===== config.mk =====
export PLATFORM = sky130hd
export DESIGN_NAME = loop_addr_gen_flat
export DESIGN_NICKNAME = d
export VERILOG_FILES = /design/src/rtl/loop_addr_gen_if.sv /design/src/rtl/loop_addr_gen.sv /design/src/flat_wrapper.sv
export SDC_FILE = /design/constraint.sdc
export NUM_CORES = 1
export LEC_CHECK = 0
export ABC_AREA = 1
export BUFFER_PORTS_ARGS = -buffer_cell sky130_fd_sc_hd__buf_2
export CORE_MARGIN = 3
export CORE_UTILIZATION = 51
export DETAILED_ROUTE_END_ITERATION = 16
export GPL_ROUTABILITY_DRIVEN = 0
export GPL_TIMING_DRIVEN = 0
export PLACE_DENSITY = 0.78
export SLEW_MARGIN = 20
export SYNTH_ARGS = -nofsm -noshare
export SYNTH_HDL_FRONTEND = slang
export SYNTH_SLANG_ARGS = --single-unit

===== constraint.sdc =====
create_clock -name clk100 -period 2.3 [get_ports clk100]
set_input_delay 0 -clock clk100 [delete_from_list [all_inputs] [get_ports clk100]]
set_output_delay 0 -clock clk100 [all_outputs]
set_load 0.02 [all_outputs]

===== src/rtl/loop_addr_gen_if.sv =====
// rtl/loop_addr_gen_if.sv - loop controller, sample address and bank-clear signal bundle
interface loop_addr_gen_if;
    logic        sample_tick;
    logic [15:0] recording;
    logic [15:0] playing;
    logic        set_max;
    logic        reset_max;
    logic        delete;
    logic [3:0]  delete_bank;
    logic        clr_ack;
    logic [21:0] current_address;
    logic [21:0] current_max;
    logic        delete_clear;
    logic        clr_req;
    logic [3:0]  clr_bank;
    logic [21:0] clr_addr;
    logic        busy;

    // master: the address generator; slave: loop controller plus memory arbiter
    modport master (
        input  sample_tick, recording, playing, set_max, reset_max,
               delete, delete_bank, clr_ack,
        output current_address, current_max, delete_clear,
               clr_req, clr_bank, clr_addr, busy
    );

    modport slave (
        output sample_tick, recording, playing, set_max, reset_max,
               delete, delete_bank, clr_ack,
        input  current_address, current_max, delete_clear,
               clr_req, clr_bank, clr_addr, busy
    );
endinterface


===== src/rtl/loop_addr_gen.sv =====
// rtl/loop_addr_gen.sv - shared loop sample address counter with bank-clear write sequencer
module loop_addr_gen #(
    parameter logic [21:0] ADDR_LAST = 22'h3FFFFF
) (
    input  logic           clk100,
    input  logic           rst,
    loop_addr_gen_if.master bus
);
    typedef enum logic [1:0] {IDLE, CLEAR, DONE} clr_state_t;

    logic [21:0] r_addr;
    logic [21:0] r_max;
    logic        w_loop_set;
    logic        w_set_ok;
    logic        w_advance;
    logic        w_wrap;

    assign w_loop_set = (r_max != 22'd0);
    assign w_set_ok   = bus.set_max && !w_loop_set && (r_addr != 22'd0);
    // Before the loop length is known only recording moves the counter
    assign w_advance  = w_loop_set ? (|(bus.recording | bus.playing)) : (|bus.recording);
    assign w_wrap     = w_loop_set ? (r_addr == r_max - 22'd1) : (r_addr == ADDR_LAST);

    always_ff @(posedge clk100) begin
        if (rst) begin
            r_addr <= '0;
            r_max  <= '0;
        end else if (bus.reset_max) begin
            r_addr <= '0;
            r_max  <= '0;
        end else if (w_set_ok) begin
            r_max  <= r_addr;
            r_addr <= '0;
        end else if (bus.sample_tick && w_advance) begin
            r_addr <= w_wrap ? 22'd0 : r_addr + 22'd1;
        end
    end

    clr_state_t  r_state;
    clr_state_t  w_state_next;
    logic [21:0] r_clr_addr;
    logic [21:0] w_clr_addr_next;
    logic [3:0]  r_clr_bank;
    logic [3:0]  w_clr_bank_next;
    logic [21:0] r_limit;
    logic [21:0] w_limit_next;
    logic        r_clr_req;
    logic        r_busy;
    logic        r_delete_clear;

    always_comb begin
        w_state_next    = r_state;
        w_clr_addr_next = r_clr_addr;
        w_clr_bank_next = r_clr_bank;
        w_limit_next    = r_limit;
        case (r_state)
            IDLE: begin
                if (bus.delete) begin
                    w_state_next    = CLEAR;
                    w_clr_bank_next = bus.delete_bank;
                    w_clr_addr_next = '0;
                    w_limit_next    = w_loop_set ? (r_max - 22'd1) : ADDR_LAST;
                end
            end
            CLEAR: begin
                if (bus.clr_ack) begin
                    if (r_clr_addr == r_limit) begin
                        w_state_next = DONE;
                    end else begin
                        w_clr_addr_next = r_clr_addr + 22'd1;
                    end
                end
            end
            DONE: begin
                if (!bus.delete) begin
                    w_state_next = IDLE;
                end
            end
            default: begin
                w_state_next = IDLE;
            end
        endcase
    end

    // Status outputs are flopped from the next state so they align with r_state
    always_ff @(posedge clk100) begin
        if (rst) begin
            r_state        <= IDLE;
            r_clr_addr     <= '0;
            r_clr_bank     <= '0;
            r_limit        <= '0;
            r_clr_req      <= 1'b0;
            r_busy         <= 1'b0;
            r_delete_clear <= 1'b0;
        end else begin
            r_state        <= w_state_next;
            r_clr_addr     <= w_clr_addr_next;
            r_clr_bank     <= w_clr_bank_next;
            r_limit        <= w_limit_next;
            r_clr_req      <= (w_state_next == CLEAR);
            r_busy         <= (w_state_next != IDLE);
            r_delete_clear <= (w_state_next == DONE);
        end
    end

    assign bus.current_address = r_addr;
    assign bus.current_max     = r_max;
    assign bus.clr_req         = r_clr_req;
    assign bus.clr_addr        = r_clr_addr;
    assign bus.clr_bank        = r_clr_bank;
    assign bus.busy            = r_busy;
    assign bus.delete_clear    = r_delete_clear;
endmodule


===== src/flat_wrapper.sv =====
// flat-port wrapper written by rule: the top's interface ports become plain ports
module loop_addr_gen_flat 
#(
    parameter logic [21:0] ADDR_LAST = 22'h3FFFFF
)
  (clk100, rst, bus_sample_tick, bus_recording, bus_playing, bus_set_max, bus_reset_max, bus_delete, bus_delete_bank, bus_clr_ack, bus_current_address, bus_current_max, bus_delete_clear, bus_clr_req, bus_clr_bank, bus_clr_addr, bus_busy);
  loop_addr_gen_if bus_i ();
  input  logic clk100;
  input  logic rst;
  input wire logic [$bits(bus_i.sample_tick)-1:0] bus_sample_tick;
  input wire logic [$bits(bus_i.recording)-1:0] bus_recording;
  input wire logic [$bits(bus_i.playing)-1:0] bus_playing;
  input wire logic [$bits(bus_i.set_max)-1:0] bus_set_max;
  input wire logic [$bits(bus_i.reset_max)-1:0] bus_reset_max;
  input wire logic [$bits(bus_i.delete)-1:0] bus_delete;
  input wire logic [$bits(bus_i.delete_bank)-1:0] bus_delete_bank;
  input wire logic [$bits(bus_i.clr_ack)-1:0] bus_clr_ack;
  output wire logic [$bits(bus_i.current_address)-1:0] bus_current_address;
  output wire logic [$bits(bus_i.current_max)-1:0] bus_current_max;
  output wire logic [$bits(bus_i.delete_clear)-1:0] bus_delete_clear;
  output wire logic [$bits(bus_i.clr_req)-1:0] bus_clr_req;
  output wire logic [$bits(bus_i.clr_bank)-1:0] bus_clr_bank;
  output wire logic [$bits(bus_i.clr_addr)-1:0] bus_clr_addr;
  output wire logic [$bits(bus_i.busy)-1:0] bus_busy;
  assign bus_i.sample_tick = bus_sample_tick;
  assign bus_i.recording = bus_recording;
  assign bus_i.playing = bus_playing;
  assign bus_i.set_max = bus_set_max;
  assign bus_i.reset_max = bus_reset_max;
  assign bus_i.delete = bus_delete;
  assign bus_i.delete_bank = bus_delete_bank;
  assign bus_i.clr_ack = bus_clr_ack;
  assign bus_current_address = bus_i.current_address;
  assign bus_current_max = bus_i.current_max;
  assign bus_delete_clear = bus_i.delete_clear;
  assign bus_clr_req = bus_i.clr_req;
  assign bus_clr_bank = bus_i.clr_bank;
  assign bus_clr_addr = bus_i.clr_addr;
  assign bus_busy = bus_i.busy;
  loop_addr_gen #(.ADDR_LAST(ADDR_LAST)) u_core (.clk100(clk100), .rst(rst), .bus(bus_i));
endmodule

Yosys cells after proc, flatten, opt, wreduce, memory -nomap -nowiden
Index checks and enable logic that the tools add are counted.
W data, S select, Z words.
{ "totals": {"ff_bits": 97, "inputBits": 43, "out_inout_bits": 73, "elab_cells": 51} }
{ "op_classes": {"addsub": 3, "eq_ne": 10, "n_mux": 13, "n_bitwise": 1, "n_reduce_logical": 15} }
{ "op_table": {"columns": ["cell", "count"], "rows": [
  ["$mux W22", 5],
  ["$add A22 B1 Y22 const B", 2],
  ["$eq A22 B22 Y1", 2],
  ["$pmux W22 S2", 1],
  ["$reduce_bool A22 Y1", 2],
  ["$reduce_or A16 Y1", 2],
  ["$eq A22 B22 Y1 const B", 1],
  ["$sub A22 B1 Y22 const B", 1],
  ["$or A16 B16 Y16", 1],
  ["$mux W2", 4],
  ["$ne A2 B2 Y1 const B", 3],
  ["$pmux W2 S3", 1],
  ["$eq A2 B1 Y1 const B", 2],
  ["$eq A2 B2 Y1 const B", 2],
  ["$reduce_and A4 Y1", 1],
  ["$reduce_bool A2 Y1", 2],
  ["$logic_and A1 B1 Y1", 3],
  ["$reduce_or A3 Y1", 1],
  ["$logic_not A2 Y1", 1],
  ["$mux W1", 2],
  ["$reduce_and A2 Y1", 1],
  ["$reduce_or A2 Y1", 1],
  ["$logic_not A1 Y1", 1]
]} }

Depth between registers and ports, before layout
{ "logic_depth": {"ltp_word": 5, "ltp_mapped": 18, "mapped_depth_nobuf": 17} }

Least setup slack after synthesis
Ideal clock, no wire load.
{ "synth_timing": {"kind": "reg-to-reg", "startpoint": "register u_core.r_max[0], in the netlist u_core.bus.current_max[0]", "endpoint": "register u_core.r_addr[17], in the netlist u_core.bus.current_address[17]", "setup_time_ns": 0.113, "arrival_time_ns": 2.189, "t_required_ns": 2.187, "setup_slack_ns": -0.002, "path_stages_with_launch": 17, "path_buffers": 2, "synth_period_minus_slack_ns": 2.302, "path_cell_list": "dfxtp_1 -> inv_1 -> ha_1 -> nand2_4 -> nor2_4 -> nand3_2 -> buf_6 -> nand2_1 -> nand2_1 -> nand2_1 -> buf_2 -> nor3_1 -> nand2_1 -> nor2_1 -> nand3_1 -> nand2_1 -> nor2_1"} }
{ "synth_between": {"elab_chain_cells": 5, "word_cells_on_any_way": 11, "classes_between": "add/sub (1); eq/ne (1); mux (3); reduce/logical (6)"} }
{ "synth_lines": {"columns": ["item", "line", "rtl"], "rows": [
  ["start, declared", "loop_addr_gen.sv:12", "logic [21:0] r_max;"],
  ["start signal, assigned", "loop_addr_gen.sv:32", "r_max <= r_addr;"],
  ["branches (longest 5 deep; another with $sub A22 B1 Y22)", null, null],
  ["end signal, assigned", "loop_addr_gen.sv:35", "r_addr <= w_wrap ? 22'd0 : r_addr + 22'd1;"],
  ["end, declared", "loop_addr_gen.sv:11", "logic [21:0] r_addr;"]
]} }
Parallel ways; which one is timed is not known.
A chain may end at the register's enable or synchronous reset.

Worst setup path in the final report
{ "layout_timing": {"startpoint": "register u_core.r_max[5], in the netlist u_core.bus.current_max[5]", "endpoint": "register u_core.r_addr[9], in the netlist u_core.bus.current_address[9]"} }
The elaborated chain is that of the path after synthesis.

==> qor.yml <==
status: "finished, final reports clean"
die_x_um: 114.0
synth_edf_count: 0
required_ns: 2.54
period_share_pct: 98.84
root_buffer: "clkbuf_16"
rsz0062_at_grt: "yes"
drt_iter0_markers: 688
grt_pass1_vias: 6458
start_kind: "flop"
hpwl_um: 14490
vias: 6847
use_met3_pct: 5.464
final.min_clock_period_ns: 2.273
cts_buffers: 9
slew_headroom_pct: 58.70
synth_top_area_share_pct: 32.63
peakVddDrop_mv: 0.6524
reg2reg_depth: 14
route.detailed.drc: 0
grt_max_degree: 16
timing.hold.ws_ns: 0.05450
syn_nets: 1003
routed_wl_um: 19230
worst_pin_slew_ns: 0.6195
critPathKind: "reg -> reg"
gr-total-overflow: 0
synth_warnings: 0
synth-seq-cells: 97
synth.most_common_cell: "nand2_1"
min_path_cells: 3
firstDrtPassIters: 6
layout.nets: 1153
core_area_um2: 11130
antenna_found_initial: 0
synthTopCellsByArea: "dfxtp_1 (33%), nand2_1 (15%), nor2_1 (10%)"
avgSynthCellArea_um2: 6.225
cts_tree: "yes"
use_met1_pct: 34.05
rows: 38
synth.cell_area_um2: 5951
grt_busiest_layer: "met2"
insertion_delay_ns: 0.35
setup_viol: 0
die_h_um: 114.0
synth_seq_area_share_pct: 32.63
antenna_cells: 0
grt_pass1_wl_um: 29960
design.die.area_um2: 13000
worstHoldPathType: "in -> reg"
synth_top_area_cell: "dfxtp_1"
grtUsageTotal_pct: 28.74
wire_per_inst_um: 15.37
ys_types: 34
ys.flop_type: "dfxtp_1"
power_leakage_uw: 0.003432
vias_per_cell: 5.473
ant_nets: 0
placed_cells: 1210
power_density_nw_per_um2: 623.4
maxCapViolCount: 0
synthCells: 956
clock_sink_count: 97
clkSlewWorstSetupHoldPaths_ns: 0.07
crit_arrival_ns: 2.51
final_layout_size_suffix_gt1_share_pct: 21.24
timing.final.max_slew_violations: 0
fmax_ghz: 0.4399
clockBufferDepth: 2
ios: 116
crit_path_end_kind: "flop"
async_flop_share_pct: 0
cts-htree-levels: 3
syn_to_final_growth_pct: 25.78
netlist_top_cells_count: "nand2_1 (235), nor2_1 (161), inv_1 (113)"
io_buffer_count: 114
finClkSkew_ns: 0.006885
globalRouteMet2Util_pct: 48.36
start_util_pct: 53.49
hold_viol: 0
path_max_fanout: 5
stdcell_count: 1251
## worst paths after layout
check	start	end	slack, ns
worst max-delay path	u_core.bus.current_max[5]	u_core.bus.current_address[9]	0.03
worst min-delay path	bus_clr_ack	u_core.r_state[1]	0.05
worst max register to register	u_core.bus.current_max[5]	u_core.bus.current_address[9]	0.03
worst min register to register	u_core.bus.clr_bank[2]	u_core.bus.clr_bank[2]	0.46
## where the power goes
group          leakage, µW  switching, µW  internal (µW)
combinational      0.00251            881            543
clock             0.000129            648            763
sequential        0.000796           67.9           1760
total              0.00343           1600           3070
## layout by cell type, fill, tap and decap left out, types with 5 or more instances in the layout
cell           count
a211oi_1           5
a21oi_1           45
a31oi_1            7
buf_2            114
buf_4             16
buf_6              5
clkbuf_1          21
clkbuf_16         11
dfxtp_1           86
dfxtp_2            9
dlygate4sd3_1      5
inv_1            111
nand2_1          227
nand2_2            9
nand3_1           57
nand3_2            6
nand3b_1           6
nand4_1           38
nor2_1           131
nor2_2            27
nor2_4            10
nor3_1            19
o21ai_0           50
o22ai_1            8
xnor2_1           15
xor2_1            27
## cell families after synthesis
group	count (synthesis)	synth area share [%]
AO/OA/AOI/OAI	123	11.08
XOR/XNOR	43	6.329
adder cells (fa/ha/maj)	4	0.8411
buffers and inverters	144	9.441
flip-flops	97	32.63
AND/OR/NAND/NOR	545	39.68
## critical path: stages, from the launching register on
cell and delay [ns]:
dfxtp_2 0.36, nor2_2 0.19, nand2_1 0.14, nor2_4 0.18
buf_4 0.16, nand2_1 0.05, nand2_1 0.08, nand3_1 0.12
nand2_1 0.11, nand4_1 0.11, nor2_1 0.18, nand3_2 0.14
nand2_4 0.13, clkbuf_16 0.16, nor2_2 0.04
## flip-flops by register name (all words and copies together), names as in the netlist
register and cells:
u_core.bus.busy 1, u_core.bus.clr_addr 22, u_core.bus.clr_bank 4, u_core.bus.clr_req 1
u_core.bus.current_address 22, u_core.bus.current_max 22, u_core.bus.delete_clear 1, u_core.r_limit 22
u_core.r_state 2
## stage by stage
stage / instance area (µm²) / setup TNS, ns / worst slack (ns) / total power (µW) / util, %
final: 7485 / 0 / 0.02668 / 4666 / 67.27
after global routing: 7485 / -2.595 / -0.1603 / 4888 / 67.27
after CTS: 7077 / 0 / 0.01851 / 4424 / 63.61
after detailed placement: 6698 / -5.755 / -0.3550 / 3011 / 60.20
after global placement: 6698 / -5.556 / -0.3401 / 2995 / 60.20
after floorplan: 5952 / 0 / 0.07601 / 2681 / -
## area by class of cell
cell class / count / area [µm²]
buffer: 29 / 155.1
clock buffer: 12 / 246.5
clock inverter: 4 / 28.78
fill: 1014 / 3641
inverter: 114 / 432.9
multi-input combinational: 715 / 3649
sequential: 97 / 1961
tap: 140 / 175.2
timing repair buffer: 140 / 837.1
## per-layer routing
metal  up-vias  part of all wire, %
li1       3403                    -
met5         -                    0
met1      3093                   40
met3        71                  6.1
met2       280                   49
met4         0                  4.5
## what timing repair did
action	4_1_cts	5_1_grt
endpoints found under the hold margin	7	0
hold buffers	5	0
resized for setup	8	88
gates cloned	0	2
setup buffers	3	16
setup endpoints to repair	31	56
pin swaps	3	23
Note: power is estimated with default switching activity, not from simulation.
